==> src/rtl/argmax_frame_ctrl_if.sv <==
// Stream bundle between the output neuron layer, the argmax back-end and the
// result consumer. The score stream (s_*) flows into the block; the result
// stream (m_*) flows out of it.
// master: the surrounding environment (score producer plus result consumer).
// slave:  the argmax block itself.
interface argmax_frame_ctrl_if #(
  parameter int unsigned SCORE_W = 8,
  parameter int unsigned IDX_W   = 4
);

  // Score stream, one class score per beat
  logic               s_valid;
  logic               s_ready;
  logic [SCORE_W-1:0] s_score;
  logic               s_last;

  // Result stream, one winning digit per frame
  logic               m_valid;
  logic               m_ready;
  logic [IDX_W-1:0]   m_digit;
  logic [SCORE_W-1:0] m_score;
  logic               m_err;

  modport master (
    output s_valid, s_score, s_last, m_ready,
    input  s_ready, m_valid, m_digit, m_score, m_err
  );

  modport slave (
    input  s_valid, s_score, s_last, m_ready,
    output s_ready, m_valid, m_digit, m_score, m_err
  );

endinterface

==> src/rtl/argmax_frame_ctrl.sv <==
// Sequential argmax back-end. Consumes NUM_CLASSES scores per frame, one per
// accepted beat, tracks the running maximum (ties keep the lower index) and
// presents the winning digit on a valid/ready result port.
// NUM_CLASSES must be >= 2 and 2**IDX_W >= NUM_CLASSES.
module argmax_frame_ctrl #(
  parameter int unsigned NUM_CLASSES = 10,
  parameter int unsigned SCORE_W     = 8,
  parameter int unsigned IDX_W       = 4
) (
  input  logic                      clk,
  input  logic                      rst_n,
  input  logic                      flush,
  argmax_frame_ctrl_if.slave        bus,
  output logic [15:0]               frame_count
);

  localparam logic [IDX_W-1:0] LastIdx = IDX_W'(NUM_CLASSES - 1);

  typedef enum logic {
    StCollect,
    StResult
  } state_e;

  state_e             state_q;
  // Holds s_ready low until the first clock after reset release
  logic               ready_en_q;
  logic [IDX_W-1:0]   cnt_q;
  logic [IDX_W-1:0]   best_idx_q;
  logic [SCORE_W-1:0] best_score_q;
  logic               m_valid_q;
  logic [IDX_W-1:0]   m_digit_q;
  logic [SCORE_W-1:0] m_score_q;
  logic               m_err_q;
  logic [15:0]        frame_count_q;

  logic               s_ready;
  logic               accept;
  logic               take_new;
  logic               frame_end;
  logic [IDX_W-1:0]   win_idx;
  logic [SCORE_W-1:0] win_score;

  // Beat acceptance and the running-best candidate including the current beat
  always_comb begin
    s_ready   = ready_en_q && (state_q == StCollect) && !flush;
    accept    = bus.s_valid && s_ready;
    // Beat 0 always seeds the maximum; later beats must be strictly larger
    take_new  = (cnt_q == '0) || (bus.s_score > best_score_q);
    win_idx   = take_new ? cnt_q : best_idx_q;
    win_score = take_new ? bus.s_score : best_score_q;
    frame_end = (cnt_q == LastIdx) || bus.s_last;
  end

  // Frame FSM: collect scores, then hold the result until it is taken
  always_ff @(posedge clk or negedge rst_n) begin
    if (!rst_n) begin
      state_q       <= StCollect;
      ready_en_q    <= 1'b0;
      cnt_q         <= '0;
      best_idx_q    <= '0;
      best_score_q  <= '0;
      m_valid_q     <= 1'b0;
      m_digit_q     <= '0;
      m_score_q     <= '0;
      m_err_q       <= 1'b0;
      frame_count_q <= '0;
    end else begin
      ready_en_q <= 1'b1;
      case (state_q)
        StCollect: begin
          if (flush) begin
            cnt_q <= '0;
          end else if (accept) begin
            best_idx_q   <= win_idx;
            best_score_q <= win_score;
            if (frame_end) begin
              state_q   <= StResult;
              m_valid_q <= 1'b1;
              m_digit_q <= win_idx;
              m_score_q <= win_score;
              // Clean frame only when s_last lands exactly on the last class
              m_err_q   <= !bus.s_last || (cnt_q != LastIdx);
              cnt_q     <= '0;
            end else begin
              cnt_q <= cnt_q + 1'b1;
            end
          end
        end
        StResult: begin
          // flush beats a concurrent handshake and suppresses the count
          if (flush) begin
            state_q   <= StCollect;
            m_valid_q <= 1'b0;
            cnt_q     <= '0;
          end else if (bus.m_ready) begin
            state_q       <= StCollect;
            m_valid_q     <= 1'b0;
            cnt_q         <= '0;
            frame_count_q <= frame_count_q + 16'd1;
          end
        end
        default: begin
          state_q   <= StCollect;
          m_valid_q <= 1'b0;
          cnt_q     <= '0;
        end
      endcase
    end
  end

  // All result outputs come straight from flops
  always_comb begin
    bus.s_ready = s_ready;
    bus.m_valid = m_valid_q;
    bus.m_digit = m_digit_q;
    bus.m_score = m_score_q;
    bus.m_err   = m_err_q;
    frame_count = frame_count_q;
  end

endmodule

==> src/flat_wrapper.sv <==
// flat-port wrapper written by rule: the top's interface ports become plain ports
module argmax_frame_ctrl_flat 
#(
  parameter int unsigned NUM_CLASSES = 10,
  parameter int unsigned SCORE_W     = 8,
  parameter int unsigned IDX_W       = 4
)
  (clk, rst_n, flush, frame_count, bus_s_valid, bus_s_score, bus_s_last, bus_m_ready, bus_s_ready, bus_m_valid, bus_m_digit, bus_m_score, bus_m_err);
  argmax_frame_ctrl_if #(.SCORE_W(SCORE_W), .IDX_W(IDX_W)) bus_i ();
  input  logic clk;
  input  logic rst_n;
  input  logic flush;
  output logic [15:0] frame_count;
  input wire logic [$bits(bus_i.s_valid)-1:0] bus_s_valid;
  input wire logic [$bits(bus_i.s_score)-1:0] bus_s_score;
  input wire logic [$bits(bus_i.s_last)-1:0] bus_s_last;
  input wire logic [$bits(bus_i.m_ready)-1:0] bus_m_ready;
  output wire logic [$bits(bus_i.s_ready)-1:0] bus_s_ready;
  output wire logic [$bits(bus_i.m_valid)-1:0] bus_m_valid;
  output wire logic [$bits(bus_i.m_digit)-1:0] bus_m_digit;
  output wire logic [$bits(bus_i.m_score)-1:0] bus_m_score;
  output wire logic [$bits(bus_i.m_err)-1:0] bus_m_err;
  assign bus_i.s_valid = bus_s_valid;
  assign bus_i.s_score = bus_s_score;
  assign bus_i.s_last = bus_s_last;
  assign bus_i.m_ready = bus_m_ready;
  assign bus_s_ready = bus_i.s_ready;
  assign bus_m_valid = bus_i.m_valid;
  assign bus_m_digit = bus_i.m_digit;
  assign bus_m_score = bus_i.m_score;
  assign bus_m_err = bus_i.m_err;
  argmax_frame_ctrl #(.NUM_CLASSES(NUM_CLASSES), .SCORE_W(SCORE_W), .IDX_W(IDX_W)) u_core (.clk(clk), .rst_n(rst_n), .flush(flush), .bus(bus_i), .frame_count(frame_count));
endmodule
==> config.mk <==
export PLATFORM = sky130hd
export DESIGN_NAME = argmax_frame_ctrl_flat
export DESIGN_NICKNAME = d
export VERILOG_FILES = /design/src/rtl/argmax_frame_ctrl_if.sv /design/src/rtl/argmax_frame_ctrl.sv /design/src/flat_wrapper.sv
export SDC_FILE = /design/constraint.sdc
export NUM_CORES = 1
export LEC_CHECK = 0
export CORE_ASPECT_RATIO = 0.6
export CORE_MARGIN = 4
export CORE_UTILIZATION = 24
export DETAILED_ROUTE_END_ITERATION = 7
export MAX_ROUTING_LAYER = met4
export PLACE_DENSITY = 0.41
export SYNTH_ARGS = -nofsm -noshare
export SYNTH_HDL_FRONTEND = slang
export SYNTH_SLANG_ARGS = --single-unit
export TNS_END_PERCENT = 30
==> constraint.sdc <==
create_clock -name clk -period 4.43 [get_ports clk]
set_input_delay 0.6645 -clock clk [delete_from_list [all_inputs] [get_ports clk]]
set_output_delay 0.6645 -clock clk [all_outputs]
set_load 0.1 [all_outputs]
# [After elaboration in Yosys (flattened, before gate mapping)]
# Index checks and enable logic that the tools add are counted.
[word_totals] reg_bits=48 latchBits=0 ramBits=0 rom_bits=0 in_bits=14 wordCells=56 n_memories=0
[classes] n_addsub=2 n_mul=0 div=0 order_cmp=1 eq_ne=7 shift=0 mux=20 bitwise_logic=2 n_reduce_logical=14
[op_table] op="$mux 4" n=6
[op_table] op="$add 16x1->16 const B" n=1
[op_table] op="$mux 1" n=10
[op_table] op="$gt 8x8->1" n=1
[op_table] op="$mux 8" n=1
[op_table] op="$pmux 4 s2" n=1
[op_table] op="$reduce_and 4->1" n=2
[op_table] op="$reduce_and 3->1" n=2
[op_table] op="$add 4x1->4 const B" n=1
[op_table] op="$eq 4x4->1 const B" n=1
[op_table] op="$logic_not 4->1" n=1
[op_table] op="$ne 2x1->1 const B" n=2
[op_table] op="$ne 4x4->1 const B" n=1
[op_table] op="$pmux 1 s2" n=2
[op_table] op="$logic_and 1x1->1" n=3
[op_table] op="$logic_or 1x1->1" n=3
[op_table] op="$ne 3x2->1 const B" n=1
[op_table] op="$ne 3x3->1 const B" n=1
[op_table] op="$logic_not 1->1" n=2
[op_table] op="$ne 2x2->1 const B" n=1
[op_table] op="$not 1->1" n=2
[op_table] op="$reduce_and 2->1" n=1

# [Depth between registers and ports, before layout]
# Gate-level depths: netlist of run 1.
[logic_depth] ltp_word=7 mapped_depth=9 mapped_depth_nobuf=7

# [Worst setup path before layout of run 1]
# Ideal clock, no wire load.
[synth_timing] path_kind="input to register" start="in flush" end="reg u_core.best_idx_q[0]" arrival_ns=2.827 t_required_ns=4.305 path_slack_ns=1.478 path_stages=6 path_buffers=2 cell_sequence="nor3b_2 and2_4 buf_6 o21ai_2 buf_6 mux2_4"
[synth_via] elab_chain_cells=4 elab_cells_between_ends=5
[synth_lines] item="from (decl)" line="flat_wrapper.sv:12" rtl="input logic flush;"
[synth_lines] item="$logic_not 1->1" line="argmax_frame_ctrl.sv:45" rtl="s_ready = ready_en_q && (state_q == StCollect) && !flush;"
[synth_lines] item="$logic_and 1x1->1" line="argmax_frame_ctrl.sv:45"
[synth_lines] item="$logic_and 1x1->1" line="argmax_frame_ctrl.sv:46" rtl="accept = bus.s_valid && s_ready;"
[synth_lines] item="$reduce_and 3->1 (no source line) (*)"
[synth_lines] item="to (signal assigned)" line="argmax_frame_ctrl.sv:74" rtl="best_idx_q <= win_idx;"
[synth_lines] item="to (decl)" line="argmax_frame_ctrl.sv:28" rtl="logic [IDX_W-1:0] best_idx_q;"
# Every way passes the cells marked *; elsewhere a longest branch is shown, timed or not.
# A chain may end at the register's enable or synchronous reset.

# [Worst setup path after layout of run 1]
[layout_timing] start="in bus_s_score[1]" end="reg u_core.best_score_q[1]"
[layout_via] elab_chain_cells=3
[layout_lines] item="from (decl)" line="flat_wrapper.sv:15" rtl="input wire logic [$bits(bus_i.s_score)-1:0] bus_s_score;"
[layout_lines] item="$gt 8x8->1" line="argmax_frame_ctrl.sv:48" rtl="take_new = (cnt_q == '0) || (bus.s_score > best_score_q);"
[layout_lines] item="$logic_or 1x1->1" line="argmax_frame_ctrl.sv:48"
[layout_lines] item="$mux 8 (*)" line="argmax_frame_ctrl.sv:50" rtl="win_score = take_new ? bus.s_score : best_score_q;"
[layout_lines] item="to (signal assigned)" line="argmax_frame_ctrl.sv:75" rtl="best_score_q <= win_score;"
[layout_lines] item="to (decl)" line="argmax_frame_ctrl.sv:29" rtl="logic [SCORE_W-1:0] best_score_q;"
# Marks and branches as above.

==> results of run 1 <==
[through the flow]
step | total power [µW] | worst slack [ns]
2_1_floorplan | 974.0 | 1.478
3_3_place_gp | 1115 | 1.081
3_5_place_dp | 1116 | 1.046
4_1_cts | 1558 | 1.348
5_1_grt | 1625 | 1.100
6_report | 1541 | 1.308
[worst min-delay path by stage]
stage | startpoint | to | slack (ns)
2_1_floorplan | rst_n | u_core.best_idx_q[0]$_DFFE_PN0P_ | 0.37
3_3_place_gp | u_core.frame_count[15]$_DFFE_PN0P_ | u_core.frame_count[15]$_DFFE_PN0P_ | 0.46
3_5_place_dp | u_core.frame_count[15]$_DFFE_PN0P_ | u_core.frame_count[15]$_DFFE_PN0P_ | 0.47
4_1_cts | u_core.frame_count[15]$_DFFE_PN0P_ | u_core.frame_count[15]$_DFFE_PN0P_ | 0.48
5_1_grt | u_core.bus.m_valid$_DFFE_PN0P_ | u_core.bus.m_valid$_DFFE_PN0P_ | 0.51
6_report | rst_n | u_core.frame_count[6]$_DFFE_PN0P_ | 0.48
[critical path: cells and delay by family]
kind                     cells  cell delay [ns]
adder cells (fa/ha/maj)      1             0.32
AND/OR/NAND/NOR              1             0.14
multiplexers                 1             0.41
AO/OA/AOI/OAI                3             1.31
buffers and inverters        1             0.45
[sequential cells by signal, indices dropped and copies added (netlist names)]
register and flops:
u_core.state_q 1, u_core.frame_count 16, u_core.bus.m_valid 1, u_core.bus.m_digit 4, u_core.bus.m_score 8, u_core.cnt_q 4
u_core.best_score_q 8, u_core.ready_en_q 1, u_core.best_idx_q 4, u_core.bus.m_err 1
[placed cells by master (no fill, tap or decap), types with 3 or more instances in the layout]
cell type and n:
a21oi_1 14, a31oi_1 10, clkbuf_16 5, clkdlybuf4s50_1 42
dfrtp_1 48, ha_1 12, inv_1 12, mux2_2 3
mux2_4 8, nand2_1 16, nand3_1 11, nand4_1 5
nor2_1 20, o211ai_1 3, o21ai_0 17, xnor2_1 10
xor2_1 5
[area by class of cell]
class / instances / area, µm²
clock inverter: 3 / 42.54
inverter: 12 / 45.04
fill: 1029 / 6775
multi-input combinational: 162 / 1151
clock buffer: 5 / 125.1
sequential: 48 / 1201
timing repair buffer: 45 / 440.4
tap: 135 / 168.9
[cell families (layout without fill, tap and decap cells)]
| family | count (synthesis) | after routing |
|---|---|---|
| buffers and inverters | 22 | 65 |
| AND/OR/NAND/NOR | 68 | 68 |
| AO/OA/AOI/OAI | 55 | 55 |
| flip-flops | 48 | 48 |
| XOR/XNOR | 15 | 15 |
| adder cells (fa/ha/maj) | 12 | 12 |
| other | 1 | 1 |
| multiplexers | 11 | 11 |
[per-layer routing]
metal | vias up | share of wire (%) | track usage, % | routed length, µm
li1 | 900 | - | - | -
met1 | 830 | 57 | 16.04 | 3374
met2 | 36 | 38 | 14.31 | 2270
met3 | 7 | 3.9 | 3.142 | 233
met4 | 0 | 1.2 | 3.375 | 72
met5 | - | 0 | - | 0
[where the power goes]
group | switching, µW | internal, µW | leakage [µW]
registers | 49.0 | 498 | 0.000614
logic | 401 | 156 | 0.000669
clock network | 171 | 265 | 0.0000798
==> results.tsv, run 1 <==
stage	metric	value	unit
final_layout	areaGrowthSynthToFinish	28.65	%
grt	grt_overflow	0	
cts	root_buffer	clkbuf_16	
final_layout	stdcell_count	410	
final_layout	diodes	0	
critical_path	critPathKind	in -> reg	
pwr	ir_drop	0.2767	mV
sta	hold_slack	0.4753	ns
sta	post-route-period-util	70.48	%
critical_path	worstPathCellList	clkdlybuf4s50_1, ha_1, nor2b_1, o211ai_1, a211oi_2, o21ai_2, mux2_4	
pwr	p_per_area	485.3	mW/mm²
floorplanning	dieArea	0.01202	mm²
cts	clkLatencyLatePin	0.29	ns
detailed_routing	drtIter0Drc	48	
synthesis	yosys.area_share.simple	14.81	%
cts	cts.reportedPaths.clkPinSlew	0.07	ns
floorplanning	initial_core_util	24.80	%
sta	hold_violations	0	
placement	placed_cell_area	0.003007	mm²
critical_path	rr_worst_depth	7	
synthesis	async_flop_share	100.0	%
detailed_routing	wire_per_inst	14.51	µm
floorplanning	core-area	0.009950	mm²
synthesis	synth-edff-count	0	
synthesis	synthTopCellsByArea	dfrtp_1 49%, ha_1 6.1%, mux2_4 4.9%	
floorplanning	fp.dieH	86.54	µm
detailed_routing	via_per_inst	4.324	
pwr	p_leak	0.001363	µW
sta	fin_skew	0.007065	ns
cts	cts_inserted_buffers	5	
grt	grtUsageTotal	10.93	%
synthesis	synth_compound_area_share	14.05	%
placement	hpwl	4.134	mm
floorplanning	die_w	138.9	µm
synthesis	post-synth-top-area-cell	dfrtp_1	
placement	dpl.cell_count	402	
sta	final-setup-viol-count	0	
synthesis	synth_cells	232	
detailed_routing	drc	0	
final_layout	layout-drive-gt1-share	12.36	%
synthesis	yosysSeqAreaShare	48.68	%
cts	cts_tree	built	
status	outcome	completed	
placement	port-buffer-count	44	
final_layout	design_area	0.003174	mm²
final_layout	layout.nets	300	
synthesis	syn_area_per_cell	10.64	µm²
floorplanning	num_rows	28	
synthesis	synth-seq-cells	48	
critical_path	r2r-end	u_core.best_score_q[1]$_DFFE_PN0P_	
critical_path	r2r_start	u_core.best_score_q[1]$_DFFE_PN0P_	
min_path	hold_path.class	in -> async	
cts	post-cts-setup-buffers	0	
synthesis	synth_fa_ha_area_share	6.085	%
sta	drv_slew	0	
cts	cts_sinks	48	
sta	worst_pin_slew	0.9972	ns
synthesis	netlist_area	0.002467	mm²
critical_path	reg2reg_slack	1.75	ns
sta	tns	0	ns
detailed_routing	vias	1773	
sta	rsz0062_at_grt	false	
critical_path	critical_path.max_fanout	13	
floorplanning	io_pins	45	
cts	hold_buffers	0	
synthesis	yosysWarningCount	0	
synthesis	synth.distinct_cells	42	
placement	gp_congestion	0.7498	
synthesis	synth.area.mux_share	6.237	%
grt	antenna_found_initial	0	
sta	max_slew_margin	33.31	%
critical_path	arrival	3.30	ns
critical_path	endpoint	u_core.best_score_q[1]$_DFFE_PN0P_	
cts	clk_path_buf_depth	2	
critical_path	crit_slowest_cell	a211oi_2	
sta	fmax	0.3203	GHz
critical_path	cp-startpoint	bus_s_score[1]	
detailed_routing	wl	5.951	mm
sta	post-route-min-period	3.122	ns
job	drv_cap	0	
grt	grt_max_degree	49	
detailed_routing	dr.pass1.iters	4	
synthesis	synth-main-ff-cell	dfrtp_1	
grt	grt_pass1_vias	1837	
synthesis	synth_top_family_by_area	simple AND/OR/NAND/NOR gates	
grt	grt_pass1_wl	10.03	mm
synthesis	synth_top_area_share	48.68	%
synthesis	synth_fp_nets	258	
cts	htree_num_levels	2	
synthesis	synth_most_common_cell	dfrtp_1	
critical_path	start_kind	input pin	
critical_path	slowest_delay	0.74	ns
final_layout	post-route-util	31.90	%
detailed_routing	drtAntennaViolNets	0	
synthesis	synthTopCellsByCount	48 x dfrtp_1, 20 x nor2_1, 17 x o21ai_0	
synthesis	synth_xor_area_share	5.325	%
cts	cts-resized-gates	0	
critical_path	critical_path_required	4.61	ns
critical_path	cp-end-kind	register	
No activity file was read; power rests on OpenSTA's default activity.
==> run 2: changes to the inputs <==
- clock period: 4.43 -> 3.17 ns (I/O delays scaled with it)
==> results.tsv, run 2 (synthesis results as in run 1) <==
stage	metric	value	unit	change
status	outcome	completed		unchanged
pwr	p_per_area	679.9	mW/mm²	was 485.3 mW/mm²
placement	gp_congestion	0.7369		was 0.7498
cts	cts_sinks	48		unchanged
cts	root_buffer	clkbuf_16		unchanged
final_layout	ff_latch_area	0.001201	mm²	unchanged
final_layout	diodes	0		unchanged
critical_path	arrival	2.50	ns	was 3.30 ns
cts	htree_num_levels	2		unchanged
final_layout	areaGrowthSynthToFinish	27.28	%	was 28.65%
sta	max_slew_margin	60.77	%	was 33.31%
grt	antenna_found_initial	0		unchanged
pwr	ir_drop	0.3607	mV	was 0.2767 mV
final_layout	nFillCells	1047		was 1029
cts	clkLatencyLatePin	0.29	ns	about the same
min_path	hold_path.class	in -> async		unchanged
cts	clk_path_buf_depth	2		unchanged
detailed_routing	via_per_inst	4.327		was 4.324
sta	post-route-min-period	2.327	ns	
sta	tns	0	ns	unchanged
sta	fin_skew	0.003408	ns	was 0.007065 ns
cts	cts_inserted_buffers	5		unchanged
floorplanning	dieArea	0.01202	mm²	unchanged
cts	cts-resized-gates	0		unchanged
grt	grt_pass1_vias	1831		was 1837
detailed_routing	drc	0		unchanged
cts	cts_tree	built		unchanged
detailed_routing	wire_per_inst	14.28	µm	was 14.51 µm
final_layout	layout.nets	306		was 300
cts	cts.reportedPaths.clkPinSlew	0.07	ns	about the same
detailed_routing	drtIter0Drc	100		was 48
final_layout	multi_input_area	0.001151	mm²	unchanged
critical_path	critical_path_required	3.34	ns	was 4.61 ns
floorplanning	io_pins	45		unchanged
pwr	swShare	40.24	%	was 40.28%
sta	rsz0062_at_grt	false		unchanged
placement	hpwl	4.235	mm	was 4.134 mm
critical_path	critPathKind	in -> reg		unchanged
detailed_routing	wl	5.942	mm	was 5.951 mm
sta	fmax	0.4297	GHz	
pwr	p_seq_share	35.9	%	was 35.5%
cts	hold_buffers	0		unchanged
cts	post-cts-setup-buffers	0		unchanged
sta	worst_pin_slew	0.5871	ns	was 0.9972 ns
floorplanning	initial_core_util	24.80	%	unchanged
sta	final-setup-viol-count	0		unchanged
final_layout	largest_reg_flops	16		unchanged
final_layout	final_common_cell	dfrtp_1		unchanged
pwr	power_frac_comb	35.9	%	was 36.2%
floorplanning	die_w	138.9	µm	unchanged
pwr	total_power	2135	µW	was 1541 µW
detailed_routing	vias	1800		was 1773
grt	grtUsageTotal	10.94	%	was 10.93%
pwr	internal_power	1276	µW	was 920.1 µW
critical_path	cp-end-kind	register		unchanged
pwr	pwr-share-clk	28.3	%	about the same
grt	grt_max_degree	33		was 49
sta	hold_violations	0		unchanged
floorplanning	core-area	0.009950	mm²	unchanged
sta	post-route-period-util	73.41	%	
placement	port-buffer-count	44		unchanged
critical_path	start_kind	input pin		unchanged
floorplanning	fp.dieH	86.54	µm	unchanged
pwr	p_leak	0.001436	µW	was 0.001363 µW
grt	grt_pass1_wl	10.05	mm	was 10.03 mm
final_layout	layout-drive-gt1-share	24.56	%	was 12.36%
job	drv_cap	0		unchanged
critical_path	critical_path.max_fanout	8		was 13
sta	drv_slew	0		unchanged
final_layout	most-common-layout-cells	48 x dfrtp_1, 38 x buf_4, 20 x nor2_1		was 48 x dfrtp_1, 42 x clkdlybuf4s50_1, 20 x nor2_1
pwr	power_switching	859.2	µW	was 620.5 µW
floorplanning	num_rows	28		unchanged
detailed_routing	dr.pass1.iters	4		unchanged
grt	grt_overflow	0		unchanged
detailed_routing	drtAntennaViolNets	0		unchanged
[run 2: cell types whose count changed in the layout (fill, tap and decap cells not counted), sizes merged]
| cell | before | now |
|---|---|---|
| clkinvlp | 1 | 0 |
| buf | 3 | 39 |
| clkdlybuf4s50 | 42 | 12 |
| clkbuf | 5 | 6 |
[run 2: worst paths after layout]
kind                                                      end  depth (start not counted)  slack, ns                                from
max                        u_core.best_score_q[3]$_DFFE_PN0P_                          8       0.84                      bus_s_score[7]
min                         u_core.frame_count[5]$_DFFE_PN0P_                          1       0.11                               rst_n
max reg2reg                u_core.best_score_q[3]$_DFFE_PN0P_                          8       1.11  u_core.best_score_q[1]$_DFFE_PN0P_
min reg2reg                u_core.frame_count[15]$_DFFE_PN0P_                          1       0.47  u_core.frame_count[15]$_DFFE_PN0P_
max in group asynchronous   u_core.bus.m_digit[1]$_DFFE_PN0P_                          2       2.28                               rst_n
min in group clk           u_core.frame_count[15]$_DFFE_PN0P_                          1       0.47  u_core.frame_count[15]$_DFFE_PN0P_
[run 2: final cells by class]
type | instances | area share (%)
Sequential cell | 48 | 38.25
Multi-Input combinational cell | 162 | 36.65
Timing Repair Buffer | 51 | 13.07
Tap cell | 135 | 5.378
Clock buffer | 6 | 4.104
Inverter | 12 | 1.434
Clock inverter | 2 | 1.116
[run 2: layer usage]
metal	vias to the layer above	part of all wire, %	GRT usage, %
met2	36	38	14.18
met5	-	0	-
li1	914	-	-
met3	4	4.1	3.197
met4	0	0.66	2.664
met1	846	57	16.42
[run 2: worst max-delay path, cell delays in order]
cell	delay, ns
clkdlybuf4s50_1	0.47
ha_1	0.38
a21oi_1	0.16
o21a_1	0.21
o21ai_2	0.08
o21ai_2	0.15
buf_4	0.22
mux2_2	0.35
[run 2: power by group through the flow]
| stage | sequential, µW | clock, µW | combinational [µW] |
|---|---|---|---|
| after detailed placement | 776 | 0 | 773 |
| final | 766 | 604 | 766 |
| after CTS | 766 | 626 | 775 |
| after global placement | 777 | 0 | 773 |
| after global routing | 781 | 650 | 824 |
| after floorplan | 1130 | 0 | 235 |
[run 2: through the flow]
stage / hold slack [ns] / area, µm² / cells / util (%) / setup slack, ns
2_1_floorplan: 0.1799 / 2467 / 232 / - / 0.4067
3_3_place_gp: 0.4285 / 2977 / 408 / 29.92 / 0.5485
3_5_place_dp: 0.4284 / 2977 / 408 / 29.92 / 0.5310
4_1_cts: 0.1164 / 3141 / 416 / 31.56 / 0.8222
5_1_grt: 0.1309 / 3141 / 416 / 31.56 / 0.6365
6_report: 0.1083 / 3141 / 416 / 31.56 / 0.8427
==> run 3: changes to the inputs <==
- clock period: 3.17 -> 2.2 ns (I/O delays scaled with it)
==> results.tsv, run 3 (synthesis results as in run 1) <==
stage	metric	value	unit	change
critical_path	cp-end-kind	register		unchanged
floorplanning	num_rows	28		unchanged
min_path	hold_path.class	in -> reg		was in -> async
grt	grt_pass1_vias	1947		was 1831
sta	drv_slew	0		unchanged
sta	hold_violations	0		unchanged
floorplanning	fp.dieH	86.54	µm	unchanged
final_layout	final_common_cell	buf_4		was dfrtp_1
final_layout	most-common-layout-cells	55 x buf_4, 48 x dfrtp_1, 20 x nor2_1		was 48 x dfrtp_1, 38 x buf_4, 20 x nor2_1
detailed_routing	drc	0		unchanged
cts	htree_num_levels	2		unchanged
grt	grt_use_met2	15.02	%	was 14.18%
detailed_routing	via_per_inst	4.455		was 4.327
floorplanning	die_w	138.9	µm	unchanged
cts	clkLatencyLatePin	0.29	ns	about the same
placement	gp_congestion	0.7466		was 0.7369
detailed_routing	drtAntennaViolNets	0		unchanged
grt	grtUsageMet1	17.21	%	was 16.42%
grt	grt_overflow	0		unchanged
cts	cts_tree	built		unchanged
final_layout	ff_latch_area	0.001201	mm²	unchanged
grt	grtUsageTotal	11.55	%	was 10.94%
cts	cts_sinks	48		unchanged
sta	hold_slack	0.3644	ns	was 0.1083 ns
grt	antenna_found_initial	0		unchanged
final_layout	design_area	0.003378	mm²	was 0.003141 mm²
final_layout	diodes	0		unchanged
critical_path	crit_slowest_cell	clkdlybuf4s50_1		unchanged
cts	cts.reportedPaths.clkPinSlew	0.07	ns	about the same
critical_path	critical_path_required	2.37	ns	was 3.34 ns
critical_path	start_kind	input pin		unchanged
final_layout	multi_input_area	0.001212	mm²	was 0.001151 mm²
cts	clk_path_buf_depth	2		unchanged
grt	grt_max_degree	22		was 33
detailed_routing	wl	6.335	mm	was 5.942 mm
critical_path	arrival	2.28	ns	was 2.50 ns
status	outcome	completed		unchanged
sta	post-route-period-util	95.98	%	
sta	post-route-min-period	2.111	ns	
critical_path	crit_path_frequent_cell	buf_4		was o21ai_2
job	drv_cap	0		unchanged
floorplanning	initial_core_util	24.80	%	unchanged
sta	fmax	0.4736	GHz	
critical_path	critPathKind	in -> reg		unchanged
grt	busiest_layer	met1		unchanged
cts	cts_inserted_buffers	5		unchanged
final_layout	post-route-util	33.95	%	was 31.56%
sta	fin_skew	0.006690	ns	was 0.003408 ns
pwr	p_leak	0.001558	µW	was 0.001436 µW
detailed_routing	dr.pass1.iters	4		unchanged
final_layout	nFillCells	1039		was 1047
floorplanning	dieArea	0.01202	mm²	unchanged
grt	met3_usage	3.142	%	was 3.197%
placement	placed_cell_area	0.003108	mm²	was 0.002977 mm²
sta	rsz0062_at_grt	false		unchanged
pwr	p_per_area	954.0	mW/mm²	was 679.9 mW/mm²
critical_path	worstPathCellList	clkdlybuf4s50_1, inv_1, ha_1, nor2b_2, o211ai_1, buf_4, a211oi_4, o21ai_4, buf_4, buf_4, a32o_1		was clkdlybuf4s50_1, ha_1, a21oi_1, o21a_1, o21ai_2, o21ai_2, buf_4, mux2_2
floorplanning	io_pins	45		unchanged
final_layout	layout-drive-gt1-share	30.67	%	was 24.56%
pwr	ir_drop	0.4296	mV	was 0.3607 mV
grt	grt_pass1_wl	10.47	mm	was 10.05 mm
floorplanning	core-area	0.009950	mm²	unchanged
critical_path	slowest_delay	0.49	ns	was 0.47 ns
final_layout	largest_reg_flops	16		unchanged
detailed_routing	vias	1938		was 1800
final_layout	layout.nets	325		was 306
cts	root_buffer	clkbuf_16		unchanged
critical_path	critical_path.max_fanout	4		was 8
sta	final-setup-viol-count	0		unchanged
sta	tns	0	ns	unchanged
placement	port-buffer-count	44		unchanged
detailed_routing	drtIter0Drc	80		was 100
placement	hpwl	4.626	mm	was 4.235 mm
final_layout	areaGrowthSynthToFinish	36.92	%	was 27.28%
detailed_routing	wire_per_inst	14.56	µm	was 14.28 µm
## run 3: cell types whose count changed in the layout (fill, tap and decap cells not counted), moves of 2 or more
cell / before / now
dlymetal6s2s_1: 0 / 2
ha_1: 12 / 9
buf_4: 38 / 55
ha_4: 0 / 3
clkdlybuf4s50_1: 12 / 10
## run 3: repair_timing
| item | CTS | global route |
|---|---|---|
| buffers inserted | 3 | 1 |
| hold endpoints to repair | 14 | 0 |
| setup endpoints to repair | 11 | 20 |
| pin swaps | 1 | 3 |
| resized for setup | 0 | 7 |
| hold buffers | 1 | 0 |
## run 3: cell type report
cell class	count	area share, %
Timing Repair Buffer	70	16.96
Sequential cell	48	35.56
Clock inverter	2	1.148
Tap cell	135	5.000
Inverter	12	1.333
Multi-Input combinational cell	162	35.89
Clock buffer	6	4.111
## run 3: power breakdown
group / internal [µW] / leakage (µW) / switching (µW)
Sequential: 1000 / 0.000614 / 103
Clock: 570 / 0.0000871 / 341
Combinational: 366 / 0.000857 / 839
Total: 1940 / 0.00156 / 1280
## run 3: through the flow
step	instances	power (µW)	setup WS, ns
floorplan	232	1966	-0.1099
global placement	422	2275	-0.3977
detailed placement	422	2284	-0.4307
CTS	434	3223	0.01452
global route	435	3392	0.01713
finish	435	3223	0.08850
## run 3: critical path: cells and delay by family
| family | cells | cell delay, ns |
|---|---|---|
| fa+ha+maj | 1 | 0.20 |
| compound gates | 4 | 0.67 |
| simple gates | 1 | 0.10 |
| buf+inv | 5 | 0.99 |
## run 3: worst paths after layout
path                                                    startpoint                                  to  slack (ns)  cells after the start
worst max-delay path                                bus_s_score[0]    u_core.best_idx_q[3]$_DFFE_PN0P_        0.09                     11
worst min-delay path                                bus_s_score[1]  u_core.best_score_q[1]$_DFFE_PN0P_        0.36                      2
worst max register to register  u_core.best_score_q[1]$_DFFE_PN0P_    u_core.best_idx_q[3]$_DFFE_PN0P_        0.11                     10
worst min register to register  u_core.frame_count[15]$_DFFE_PN0P_  u_core.frame_count[15]$_DFFE_PN0P_        0.48                      1
max in group asynchronous                                    rst_n  u_core.best_score_q[5]$_DFFE_PN0P_        1.07                      3
min in group asynchronous                                    rst_n  u_core.frame_count[11]$_DFFE_PN0P_        0.53                      2
## run 3: per-layer routing
layer,vias to the layer above,wire (µm)
met1,920,3524
li1,948,-
met2,60,2464
met4,0,61
met3,10,285
met5,-,0
